==> config.mk <==
export PLATFORM = sky130hd
export DESIGN_NAME = adder_walk_sequencer
export DESIGN_NICKNAME = d
export VERILOG_FILES = /design/src/rtl/adder_walk_sequencer_pkg.sv /design/src/rtl/adder_vec_gen.sv /design/src/rtl/adder_walk_sequencer.sv
export SDC_FILE = /design/constraint.sdc
export NUM_CORES = 1
export LEC_CHECK = 0
export CORE_UTILIZATION = 35
export DETAILED_ROUTE_END_ITERATION = 6
export MAX_ROUTING_LAYER = met4
export REMOVE_ABC_BUFFERS = 1
export SETUP_SLACK_MARGIN = 0.4
export SYNTH_ARGS = -nofsm -noshare
export SYNTH_HDL_FRONTEND = slang
export SYNTH_SLANG_ARGS = --single-unit
export TNS_END_PERCENT = 10
==> constraint.sdc <==
create_clock -name clk -period 6.9 [get_ports clk]
set_input_delay 1.38 -clock clk [delete_from_list [all_inputs] [get_ports clk]]
set_output_delay 1.38 -clock clk [all_outputs]
set_load 0.01 [all_outputs]
==> src/rtl/adder_walk_sequencer_pkg.sv <==
// Shared constants and state encoding for the adder walking-ones sequencer.
// Latency: n/a (declarations only).
// Backpressure: n/a.
package adder_walk_sequencer_pkg;

    localparam int DEF_ADDER_WIDTH = 32;
    localparam int DEF_NUM_VEC     = 7;
    localparam int DEF_INIT_CYCLES = 5;
    localparam int DEF_HOLD_CYCLES = 5;

    // first_fail_idx value meaning "no vector has failed yet"
    localparam logic [7:0] NO_FAIL_IDX = 8'hFF;
    // err_cnt sticks here instead of wrapping
    localparam logic [7:0] ERR_CNT_MAX = 8'hFF;

    typedef enum logic [1:0] {
        ST_IDLE  = 2'd0,
        ST_INIT  = 2'd1,
        ST_APPLY = 2'd2,
        ST_DONE  = 2'd3
    } state_t;

endpackage

==> src/rtl/adder_vec_gen.sv <==
// Maps a vector index to walking-ones operands, carry-in and expected {cout,sum}.
// Latency: purely combinational, zero cycles.
// Backpressure: none; output follows the index.
module adder_vec_gen #(
    parameter int ADDER_WIDTH = 32,
    parameter int IDX_W       = 6
) (
    input  logic [IDX_W-1:0]       i_idx,
    output logic [ADDER_WIDTH-1:0] o_in1,
    output logic [ADDER_WIDTH-1:0] o_in2,
    output logic                   o_cin,
    output logic [ADDER_WIDTH:0]   o_exp
);

    logic [ADDER_WIDTH-1:0] w_bit;

    // Both operands carry the same single one-hot bit; only vector 0 adds a carry-in,
    // so the top vector wraps to sum=0 with cout=1.
    always_comb begin
        w_bit = ADDER_WIDTH'(1) << i_idx;
        o_in1 = w_bit;
        o_in2 = w_bit;
        o_cin = (i_idx == '0);
        o_exp = {1'b0, w_bit} + {1'b0, w_bit} + {{ADDER_WIDTH{1'b0}}, o_cin};
    end

endmodule

==> src/rtl/adder_walk_sequencer.sv <==
// Walks one-hot vectors through an external adder and counts {cout,sum} mismatches.
// Latency: done pulses INIT_CYCLES + NUM_VEC*HOLD_CYCLES + 1 cycles after start is accepted.
// Backpressure: none; start is only sampled in IDLE and is dropped while a run is active.
module adder_walk_sequencer
    import adder_walk_sequencer_pkg::*;
#(
    parameter int ADDER_WIDTH = DEF_ADDER_WIDTH,
    parameter int NUM_VEC     = DEF_NUM_VEC,
    parameter int INIT_CYCLES = DEF_INIT_CYCLES,
    parameter int HOLD_CYCLES = DEF_HOLD_CYCLES
) (
    input  logic                   clk,
    input  logic                   rst_n,
    input  logic                   start,
    input  logic [ADDER_WIDTH-1:0] sum,
    input  logic                   cout,
    output logic [ADDER_WIDTH-1:0] in1,
    output logic [ADDER_WIDTH-1:0] in2,
    output logic                   cin,
    output logic                   K,
    output logic                   busy,
    output logic                   done,
    output logic                   pass,
    output logic [7:0]             err_cnt,
    output logic [7:0]             first_fail_idx
);

    localparam int IDX_W = $clog2(ADDER_WIDTH + 1);
    // INIT_CYCLES and HOLD_CYCLES must stay below 2**CNT_W
    localparam int CNT_W = 16;
    localparam logic [CNT_W-1:0] INIT_LAST = CNT_W'(INIT_CYCLES - 1);
    localparam logic [CNT_W-1:0] HOLD_LAST = CNT_W'(HOLD_CYCLES - 1);
    localparam logic [IDX_W-1:0] VEC_LAST  = IDX_W'(NUM_VEC - 1);

    state_t                 r_state;
    state_t                 w_state_nxt;
    logic [CNT_W-1:0]       r_cnt;
    logic [CNT_W-1:0]       w_cnt_nxt;
    logic [IDX_W-1:0]       r_idx;
    logic [IDX_W-1:0]       w_idx_nxt;
    logic                   w_accept;
    logic                   w_cmp;
    logic                   w_mismatch;

    logic [ADDER_WIDTH-1:0] w_gen_in1;
    logic [ADDER_WIDTH-1:0] w_gen_in2;
    logic                   w_gen_cin;
    logic [ADDER_WIDTH:0]   w_gen_exp;

    logic [ADDER_WIDTH-1:0] r_in1;
    logic [ADDER_WIDTH-1:0] r_in2;
    logic                   r_cin;
    logic                   r_k;
    logic                   r_busy;
    logic                   r_done;
    logic                   r_pass;
    logic [7:0]             r_err;
    logic [7:0]             r_ffi;
    logic [ADDER_WIDTH:0]   r_exp;

    // Generator is fed the next index so the operand registers and the expected
    // value load in the same edge that the vector index changes.
    adder_vec_gen #(
        .ADDER_WIDTH (ADDER_WIDTH),
        .IDX_W       (IDX_W)
    ) u_vec_gen (
        .i_idx (w_idx_nxt),
        .o_in1 (w_gen_in1),
        .o_in2 (w_gen_in2),
        .o_cin (w_gen_cin),
        .o_exp (w_gen_exp)
    );

    // The compare uses the expected value captured alongside the operands in flight.
    assign w_mismatch = ({cout, sum} != r_exp);

    // State register
    always_ff @(posedge clk or negedge rst_n) begin
        if (!rst_n) begin
            r_state <= ST_IDLE;
        end else begin
            r_state <= w_state_nxt;
        end
    end

    // Next state, counters and the compare strobe on the last hold cycle of a vector
    always_comb begin
        w_state_nxt = r_state;
        w_cnt_nxt   = r_cnt;
        w_idx_nxt   = r_idx;
        w_accept    = 1'b0;
        w_cmp       = 1'b0;
        case (r_state)
            ST_IDLE: begin
                w_cnt_nxt = '0;
                w_idx_nxt = '0;
                if (start) begin
                    w_accept    = 1'b1;
                    w_state_nxt = ST_INIT;
                end
            end
            ST_INIT: begin
                if (r_cnt == INIT_LAST) begin
                    w_cnt_nxt   = '0;
                    w_idx_nxt   = '0;
                    w_state_nxt = ST_APPLY;
                end else begin
                    w_cnt_nxt = r_cnt + CNT_W'(1);
                end
            end
            ST_APPLY: begin
                if (r_cnt == HOLD_LAST) begin
                    w_cmp     = 1'b1;
                    w_cnt_nxt = '0;
                    if (r_idx == VEC_LAST) begin
                        w_idx_nxt   = '0;
                        w_state_nxt = ST_DONE;
                    end else begin
                        w_idx_nxt = r_idx + IDX_W'(1);
                    end
                end else begin
                    w_cnt_nxt = r_cnt + CNT_W'(1);
                end
            end
            ST_DONE: begin
                w_cnt_nxt   = '0;
                w_idx_nxt   = '0;
                w_state_nxt = ST_IDLE;
            end
            default: begin
                w_state_nxt = ST_IDLE;
            end
        endcase
    end

    // Hold-cycle and vector-index counters
    always_ff @(posedge clk or negedge rst_n) begin
        if (!rst_n) begin
            r_cnt <= '0;
            r_idx <= '0;
        end else begin
            r_cnt <= w_cnt_nxt;
            r_idx <= w_idx_nxt;
        end
    end

    // Adder drive registers, decoded from the next state so they line up with it
    always_ff @(posedge clk or negedge rst_n) begin
        if (!rst_n) begin
            r_k    <= 1'b1;
            r_busy <= 1'b0;
            r_in1  <= '0;
            r_in2  <= '0;
            r_cin  <= 1'b0;
            r_exp  <= '0;
        end else begin
            r_k    <= (w_state_nxt != ST_APPLY);
            r_busy <= (w_state_nxt == ST_INIT) || (w_state_nxt == ST_APPLY);
            r_exp  <= w_gen_exp;
            if (w_state_nxt == ST_APPLY) begin
                r_in1 <= w_gen_in1;
                r_in2 <= w_gen_in2;
                r_cin <= w_gen_cin;
            end else begin
                r_in1 <= '0;
                r_in2 <= '0;
                r_cin <= 1'b0;
            end
        end
    end

    // Run status: error tally, first failing index, and done/pass issued from the
    // DONE cycle so pass already reflects the final compare.
    always_ff @(posedge clk or negedge rst_n) begin
        if (!rst_n) begin
            r_done <= 1'b0;
            r_pass <= 1'b0;
            r_err  <= 8'd0;
            r_ffi  <= NO_FAIL_IDX;
        end else begin
            r_done <= (r_state == ST_DONE);
            if (w_accept) begin
                r_err  <= 8'd0;
                r_ffi  <= NO_FAIL_IDX;
                r_pass <= 1'b0;
            end else begin
                if (w_cmp && w_mismatch) begin
                    if (r_err != ERR_CNT_MAX) begin
                        r_err <= r_err + 8'd1;
                    end
                    if (r_ffi == NO_FAIL_IDX) begin
                        r_ffi <= 8'(r_idx);
                    end
                end
                if (r_state == ST_DONE) begin
                    r_pass <= (r_err == 8'd0);
                end
            end
        end
    end

    assign in1            = r_in1;
    assign in2            = r_in2;
    assign cin            = r_cin;
    assign K              = r_k;
    assign busy           = r_busy;
    assign done           = r_done;
    assign pass           = r_pass;
    assign err_cnt        = r_err;
    assign first_fail_idx = r_ffi;

endmodule
==> results.ini <==
[sta]
setup_violations=0
tightest_slew_ns=1.22
finalWorstSetupSlack_ns=3.07
finalHoldViolations=0
slew_headroom=0.188
finalCriticalPeriod_ns=3.83
period_share=0.555
rsz0062_at_grt=false
report.final.slew_viol_count=0
fmax_mhz=261
fin_tns_setup_ns=0
hold_ws_ns=0.517
fin_worst_skew_ns=0.00975

[placed_design]
post-place-ws_ns=3.13
post-dp-hpwl_mm=9.27
dpl.cell_count=776
gp_congestion=0.843
io_buffers=120

[power]
power_mw=1.44
peakVddDrop_uv=157
leakage_nw=2.84
p_per_area_nw_per_um2=216

[critical_path]
cpPeakStageDelay_ns=0.81
crit_type=reg -> reg
path_cells=inv_1 > ha_1 > or4b_1 > or4_1 > a21oi_1 > o21a_1 > ha_1 > inv_1 > or3_1 > nor3_1
critical_path_required_ns=7.14
startpoint_type=flop
slowest_stage=or4_1
cp_max_fo=19
cp-end-kind=flop
crit_arrival_ns=4.07

[clock_network]
postCtsHoldBufs=0
cts_tree=done
clk_pin_slew_ns=0.07
cts-root-buf=clkbuf_16
ctsHtreeMaxLevel=3
post_cts.repair.setup_buffers=0
cts.path.max_buffers=2
worstSkewPairLatency_ns=0.35
cts_resized=0
numCtsBuffers=9
clock_sinks=109

[hold_path]
holdCritPathClass=reg -> reg

[synth]
synth-edff-count=0
synthArstFlopShare=1.00
syn_avg_cell_area_um2=10.2
synth.distinct_cells=58
yosys.area_share.simple=0.224
ys_seq_area_frac=0.512
synth-xor-area-share=0.0865
synth.mux.area_fraction=0.00561
synthAdderAreaFrac=0.0304
synth_area_um2=5350
synth_warnings=0
synth_compound_area_frac=0.0631
synth_top_family_by_area=simple AND/OR/NAND/NOR gates
postSynthCellCount=524
synth_seq_cells=109
synth_flop_cell=dfrtp_1

[floorplan]
die_y_um=126
pin_count=121
die_area_um2=15800
core_um2=14700
start_util=0.364
die_x_um=126
rows=44

[cells_and_area]
layout_commonest_cell=clkdlybuf4s50_1
syn_to_final_growth_pct=25.2
multi_input_area_um2=2190
seqCellArea_um2=2740
stdcell_count=792
nets=652
drive_gt1_frac=0.0806
fillerInstances=1365
diodes=0
mostFrequentLayoutCells=119 x clkdlybuf4s50_1, 101 x dfrtp_1, 56 x nor2_1, 44 x nor3_1, 41 x xor2_1

[run_status]
status=complete, but fails checks
violations=design-rule violations

[flow_run]
drv_cap=0

[drt]
drc=16
post_drt_wl_per_cell_um=15.9
drt-pass1-iter-count=7
drt_wl_total_mm=12.6
viasPerCell=4.97
ant_nets=0
dr_total_vias=3939
first_iter_violations=188

[global_routing]
grt_max_degree=62
met1_usage=0.216
grt_pass1_vias=3940
grt-busiest-layer=met2
grtUsageTotal=0.171
gr-usage-met2=0.269
grt_pass1_wl_mm=20.5
grt_use_met3=0.0484
overflow=0
grt_antenna_before_repair=0

## report_power, final
| group | switching [mW] | internal, mW |
|---|---|---|
| clock | 0.226 | 0.257 |
| combinational | 0.172 | 0.108 |
| sequential | 0.0202 | 0.661 |
## cell families after synthesis
logic type	Yosys count
XOR/XNOR	52
flip-flops	109
AO/OA/AOI/OAI	51
multiplexers	3
buffers and inverters	69
AND/OR/NAND/NOR	227
adder cells (fa/ha/maj)	13
## state kept, by name, summed over array words and instances (netlist names), 2 cells and up
register        count
r_exp              33
in2                32
r_idx               6
r_cnt              16
r_state             2
first_fail_idx      7
err_cnt             8
## per-layer routing
layer	up-vias	wire length (µm)
li1	1928	-
met1	1896	5760
met2	104	6080
met3	11	636
met4	0	131
met5	-	0
## final cells by class
cell class | count | area share
Multi-Input combinational cell | 346 | 0.327
Sequential cell | 109 | 0.409
Inverter | 16 | 0.00896
Clock inverter | 4 | 0.00448
Timing Repair Buffer | 121 | 0.180
Tap cell | 184 | 0.0344
Clock buffer | 12 | 0.0368
## synth_stat cells, types with 3 or more instances
cell type	count	share of area
clkbuf_1	9	0.0063
nor3_1	44	0.041
a31o_2	4	0.0065
mux2i_1	3	0.0056
o21a_1	3	0.0042
xnor2_1	10	0.016
nand2_2	4	0.0047
and3_1	8	0.0094
nor2_1	56	0.039
xor2_1	41	0.067
nand3_1	23	0.022
inv_1	14	0.0098
buf_6	4	0.0084
nor4_1	15	0.018
nand4_1	11	0.013
and2_1	3	0.0035
dfrtp_1	101	0.47
ha_1	13	0.030
a31oi_1	3	0.0035
dfstp_2	8	0.039
buf_2	5	0.0047
buf_4	34	0.048
nand2_1	31	0.022
a21oi_1	15	0.014
or3_1	9	0.011
o21ai_0	11	0.010
## path summary, 6_finish.rpt
kind / startpoint / end / slack, ns / cells after the start
setup / recovery: r_cnt[0]$_DFF_PN0_ / in2[22]$_DFF_PN0_ / 3.07 / 10
hold / removal: first_fail_idx[2]$_DFFE_PN1P_ / first_fail_idx[2]$_DFFE_PN1P_ / 0.52 / 2
setup reg to reg: r_cnt[0]$_DFF_PN0_ / in2[22]$_DFF_PN0_ / 3.07 / 10
hold reg to reg: first_fail_idx[2]$_DFFE_PN1P_ / first_fail_idx[2]$_DFFE_PN1P_ / 0.52 / 2
max in group asynchronous: rst_n / in2[24]$_DFF_PN0_ / 4.68 / 2
min in group asynchronous: rst_n / in2[21]$_DFF_PN0_ / 1.04 / 1
## worst max-delay path, delay by kind of cell (launching register included)
kind / cells / cell delay [ns]
DFF: 1 / 0.44
buffers and inverters: 2 / 0.34
and+or+nand+nor: 4 / 2.05
AOI/OAI and AO/OA: 2 / 0.41
adders and majority gates: 2 / 0.47
## metrics by stage
| stage | cell area [µm²] | util |
|---|---|---|
| detailed placement | 6420 | 0.437 |
| global route | 6700 | 0.456 |
| CTS | 6700 | 0.456 |
| floorplan | 4990 | - |
| global placement | 6420 | 0.437 |
| finish | 6700 | 0.456 |
(Power assumes the default switching activity.)
